<file path="config.mk">
export PLATFORM = sky130hd
export DESIGN_NAME = pin_expand_seq
export DESIGN_NICKNAME = d
export VERILOG_FILES = /design/src/rtl/pin_expand_seq_pkg.sv /design/src/rtl/pin_expand_seq.sv
export SDC_FILE = /design/constraint.sdc
export NUM_CORES = 1
export LEC_CHECK = 0
export CAP_MARGIN = 20
export CORE_MARGIN = 3
export CORE_UTILIZATION = 49
export CTS_BUF_LIST = sky130_fd_sc_hd__clkbuf_4 sky130_fd_sc_hd__clkbuf_8
export CTS_CLUSTER_DIAMETER = 60
export DETAILED_ROUTE_END_ITERATION = 8
export PLACE_DENSITY = 0.87
export SETUP_SLACK_MARGIN = 0.4
export SYNTH_ARGS = -nofsm -noshare
export SYNTH_HDL_FRONTEND = slang
export SYNTH_SLANG_ARGS = --single-unit
</file>
<file path="constraint.sdc">
create_clock -name clk -period 2.4 [get_ports clk]
set_input_delay 0.36 -clock clk [delete_from_list [all_inputs] [get_ports clk]]
set_output_delay 0.36 -clock clk [all_outputs]
set_load 0.05 [all_outputs]
</file>
<file path="src/rtl/pin_expand_seq_pkg.sv">
// Shared definitions for the sequential pin-expand (scatter) unit.
`ifndef IO_PINS
`define IO_PINS 38
`endif

package pin_expand_seq_pkg;

  localparam int unsigned IO_PINS = `IO_PINS;

  typedef enum logic [1:0] {
    ST_IDLE = 2'd0,
    ST_SCAN = 2'd1,
    ST_DONE = 2'd2
  } state_e;

endpackage

</file>
<file path="src/rtl/pin_expand_seq.sv">
// Sequential scatter: deposits the low packed bits of in_data, in order, into
// the pin positions set in in_mask, scanning one pin per clock.
module pin_expand_seq
  import pin_expand_seq_pkg::*;
#(
  parameter int unsigned PINS = IO_PINS,
  parameter int unsigned CW   = $clog2(PINS + 1)
) (
  input  logic            clk,
  input  logic            rst_n,
  input  logic            flush,
  input  logic            in_valid,
  output logic            in_ready,
  input  logic [PINS-1:0] in_data,
  input  logic [PINS-1:0] in_mask,
  output logic            out_valid,
  input  logic            out_ready,
  output logic [PINS-1:0] out_result,
  output logic [CW-1:0]   out_count,
  output logic            busy
);

  localparam int unsigned PW = (PINS > 1) ? $clog2(PINS) : 1;

  state_e          state_q, state_d;
  logic [PINS-1:0] data_q, data_d;
  logic [PINS-1:0] mask_q, mask_d;
  logic [PINS-1:0] result_q, result_d;
  logic [PW-1:0]   pos_q, pos_d;
  logic [CW-1:0]   count_q, count_d;

  always_ff @(posedge clk or negedge rst_n) begin
    if (!rst_n) begin
      state_q  <= ST_IDLE;
      data_q   <= '0;
      mask_q   <= '0;
      result_q <= '0;
      pos_q    <= '0;
      count_q  <= '0;
    end else begin
      state_q  <= state_d;
      data_q   <= data_d;
      mask_q   <= mask_d;
      result_q <= result_d;
      pos_q    <= pos_d;
      count_q  <= count_d;
    end
  end

  always_comb begin
    state_d  = state_q;
    data_d   = data_q;
    mask_d   = mask_q;
    result_d = result_q;
    pos_d    = pos_q;
    count_d  = count_q;

    unique case (state_q)
      ST_IDLE: begin
        if (in_valid) begin
          data_d   = in_data;
          mask_d   = in_mask;
          result_d = '0;
          pos_d    = '0;
          count_d  = '0;
          state_d  = (in_mask == '0) ? ST_DONE : ST_SCAN;
        end
      end
      ST_SCAN: begin
        if (mask_q[pos_q]) begin
          result_d[pos_q] = data_q[0];
          data_d          = data_q >> 1;
          count_d         = count_q + CW'(1);
          mask_d[pos_q]   = 1'b0;
        end
        // Termination keys off the remaining mask, so pos stops at the top pin.
        if (pos_q != PW'(PINS - 1)) begin
          pos_d = pos_q + PW'(1);
        end
        if (mask_d == '0) begin
          state_d = ST_DONE;
        end
      end
      ST_DONE: begin
        if (out_ready) begin
          state_d = ST_IDLE;
        end
      end
      default: state_d = ST_IDLE;
    endcase

    if (flush) begin
      state_d  = ST_IDLE;
      data_d   = '0;
      mask_d   = '0;
      result_d = '0;
      pos_d    = '0;
      count_d  = '0;
    end
  end

  assign in_ready   = (state_q == ST_IDLE);
  assign busy       = (state_q == ST_SCAN);
  assign out_valid  = (state_q == ST_DONE);
  assign out_result = result_q;
  assign out_count  = count_q;

endmodule

</file>
==> impl_metrics.py <==
metrics = {
    "finish": {
        "area_delta_synth_final_pct": 71.1,
        "num_antenna_cells": 0,
        "layout.nets": 1018,
        "drive_gt1_frac": 0.416,
        "fin_util": 0.876,
        "n_fill_cell": 563,
    },
    "critical_path": {
        "worstSetupPathType": "register to register",
        "crit_start": "pos_q[2]",
        "critPathCaptureType": "register",
        "cp_cell_sequence": "buf_12 > or2_1 > o22ai_1 > buf_4 > buf_6 > o21ai_0 > a222oi_1 > nand4_1 > nor4_4 > a41o_1",
        "reg2regPathDepth": 10,
        "cp_max_fo": 8,
        "r2r_start": "pos_q[2]",
        "cp_data_arrival_time_ps": 3400,
        "critPathRequiredTime_ps": 2810,
        "cp.depth": 10,
        "slowest_delay_ps": 590,
        "cp-start-kind": "register",
        "crit_path_end": "state_q[1]",
        "rrSetupSlack_ps": -590,
        "crit_slowest_cell": "a222oi_1",
        "r2r-end": "state_q[1]",
        "crit_buf_inv": 3,
        "crit_family": "compound AO/OA/AOI/OAI gates",
    },
    "route": {
        "drc_errors": 0,
        "dr.pass1.iters": 6,
        "wire_per_inst_um": 28.0,
        "post_drt_via_cell_ratio": 6.98,
        "finalWirelength_mm": 31.4,
        "vias": 7811,
        "ant_nets": 0,
        "drt_iter0_drc": 1300,
    },
    "synthesis": {
        "synth_cells": 669,
        "yosys_warnings": 0,
        "avgSynthCellArea_um2": 9.90,
        "synth_area_um2": 6620,
        "synth_nets": 753,
        "synthArstFlopShare": 1.00,
        "synthFlopType": "dfrtp_1",
        "synthDistinctLibCells": 57,
        "yosys_register_bits": 128,
        "synth_edf_count": 0,
        "synth-seq-area-share": 0.484,
    },
    "floorplan": {
        "dieArea_um2": 14900,
        "initial_core_util": 0.512,
        "die_h_um": 122,
        "coreArea_um2": 12900,
        "ioPinCount": 128,
        "fp-row-count": 41,
        "fp.dieW_um": 122,
    },
    "hold_path": {
        "hp-class": "primary input to asynchronous set/reset pin",
    },
    "sta": {
        "grt_setup_unrepaired": "true",
        "fin_crit_sh": 1.25,
        "clock_skew_ps": 23.1,
        "worst_pin_slew_ps": 889,
        "max_slew_margin": 0.407,
        "setup_ws_ps": -594,
        "drv_slew": 0,
        "setup_viol": 68,
        "period_needed_ps": 2990,
        "max_freq_ghz": 0.334,
        "tns_ps": -19540,
        "hold_viol": 0,
    },
    "cts": {
        "path_clk_slew_ps": 80,
        "root_buffer": "clkbuf_8",
        "cts.sinks": 128,
        "cts_buffers": 17,
        "insertion_delay_ps": 490,
        "h-tree-depth": 4,
        "clockBufferDepth": 2,
        "cts_tree": "built",
    },
    "grt": {
        "antenna_found_initial": 0,
        "grt_first_pass_wirelength_mm": 43.9,
        "grt_remaining_overflow": 0,
        "grt_max_degree": 68,
        "grt_pass1_vias": 7671,
        "grtUsageTotal": 0.391,
    },
    "job": {
        "maxCapViolations": 0,
    },
    "place": {
        "routabilityCongestion": 0.957,
        "io_buffers": 127,
        "dpl.hpwl_mm": 17.3,
    },
    "outcome": {
        "violations": "setup timing",
        "outcome": "finished with violations",
    },
    "power": {
        "p_leak_nw": 5.26,
        "cellPowerDensity_nw_per_um2": 562,
        "peakVddDrop_mv": 0.486,
    },
}
metrics by stage:
step / setup WS [ps] / cells / hold WS (ps) / total power [mW] / cell area [µm²]
6_report: -594 / 1119 / 449 / 6.36 / 11300
5_1_grt: -556 / 1119 / 484 / 6.49 / 11300
4_1_cts: -269 / 1102 / 479 / 6.07 / 10800
3_5_place_dp: -330 / 1038 / 412 / 3.53 / 8940
3_3_place_gp: -245 / 1038 / 398 / 3.49 / 8940
2_1_floorplan: -54.9 / 669 / 64.4 / 3.00 / 6700
metal layers:
| layer | GRT usage | up-vias | routed length, µm |
|---|---|---|---|
| met5 | 0 | - | 0 |
| li1 | - | 3067 | - |
| met2 | 0.621 | 685 | 14400 |
| met3 | 0.114 | 233 | 3420 |
| met1 | 0.483 | 3826 | 11100 |
| met4 | 0.211 | 0 | 2440 |
layout make-up:
cell class | instances | area [µm²] | share of cell area
Clock buffer | 23 | 292 | 0.0257
Clock inverter | 9 | 156 | 0.0138
Inverter | 3 | 11.3 | 0.000994
Multi-Input combinational cell | 487 | 4340 | 0.383
Sequential cell | 128 | 3210 | 0.283
Tap cell | 172 | 215 | 0.0190
Timing Repair Buffer | 297 | 3110 | 0.274
what timing repair did:
item / in CTS / in global routing
gates cloned: 10 / 1
hold buffers: 1 / 0
pin swaps: 38 / 29
gates resized for setup: 263 / 97
endpoints found under the setup margin: 156 / 139
hold endpoints to repair: 42 / 0
setup buffers: 21 / 16
flip-flops by register name (all words and copies together) (netlist names):
name and flops:
data_q 38, mask_q 38, out_count 6, out_result 38
pos_q 6, state_q 2
worst min-delay path by stage:
| stage | start | to | slack (ps) |
|---|---|---|---|
| 2_1_floorplan | rst_n | data_q[0] | 60 |
| 3_3_place_gp | rst_n | out_result[28] | 400 |
| 3_5_place_dp | rst_n | mask_q[9] | 410 |
| 4_1_cts | rst_n | mask_q[9] | 480 |
| 5_1_grt | rst_n | out_result[28] | 480 |
| 6_report | rst_n | out_result[9] | 450 |
cell families (layout without fill, tap and decap cells):
kind of cell             after synthesis  count (layout)  synth area share
flip-flops                           128             128             0.484
multiplexers                          58              58            0.0937
buffers and inverters                 54             332            0.0353
XOR/XNOR                               2               2           0.00265
adder cells (fa/ha/maj)                3               3           0.00567
AO/OA/AOI/OAI                        183             183             0.206
AND/OR/NAND/NOR                      241             241             0.173
Yosys cell counts (5+ instances only):
| master | n | share of area |
|---|---|---|
| nand4_1 | 7 | 0.0066 |
| buf_1 | 7 | 0.0040 |
| nand3_1 | 33 | 0.025 |
| dfrtp_1 | 128 | 0.48 |
| a22o_1 | 9 | 0.012 |
| nand2_1 | 90 | 0.051 |
| mux2i_1 | 53 | 0.080 |
| o21ai_0 | 46 | 0.035 |
| nand2b_1 | 9 | 0.0085 |
| o31ai_1 | 46 | 0.052 |
| a31o_2 | 6 | 0.0079 |
| nor4_1 | 15 | 0.014 |
| buf_4 | 5 | 0.0057 |
| nor2_1 | 46 | 0.026 |
| o31a_1 | 6 | 0.0079 |
| clkbuf_1 | 34 | 0.019 |
| a32o_1 | 35 | 0.053 |
| nor3_1 | 10 | 0.0076 |
worst reg2reg max path: stages (launching register included):
cell      delay [ps]
dfrtp_2          480
buf_12           160
or2_1            220
o22ai_1          240
buf_4            170
buf_6            100
o21ai_0          180
a222oi_1         590
nand4_1          260
nor4_4           270
a41o_1           250
layout by cell type, fill, tap and decap left out, types with 6 or more instances in the layout:
master,instances
dfrtp_1,124
buf_4,116
clkdlybuf4s50_1,80
mux2i_1,50
nor2_1,35
a32o_1,35
nand2_4,33
dlygate4sd2_1,33
nand2_2,28
o21ai_0,24
nand2_1,23
buf_12,20
buf_6,20
nand3_1,19
o31ai_2,19
clkbuf_8,19
o31ai_4,18
o21ai_1,16
nand3_2,14
nor4_1,13
dlymetal6s2s_1,10
o21ai_2,9
a22o_1,9
o31ai_1,9
nor3_1,8
buf_16,8
nand4_1,7
nor2_4,7
nand2b_1,6
nand2_8,6
o31a_1,6
where the power goes:
part           leakage, nW  switching [mW]  internal [mW]
combinational         3.30           0.905          0.825
sequential            1.73           0.164           2.30
clock                0.232           0.937           1.23
Power figures use the tool's default switching activity.
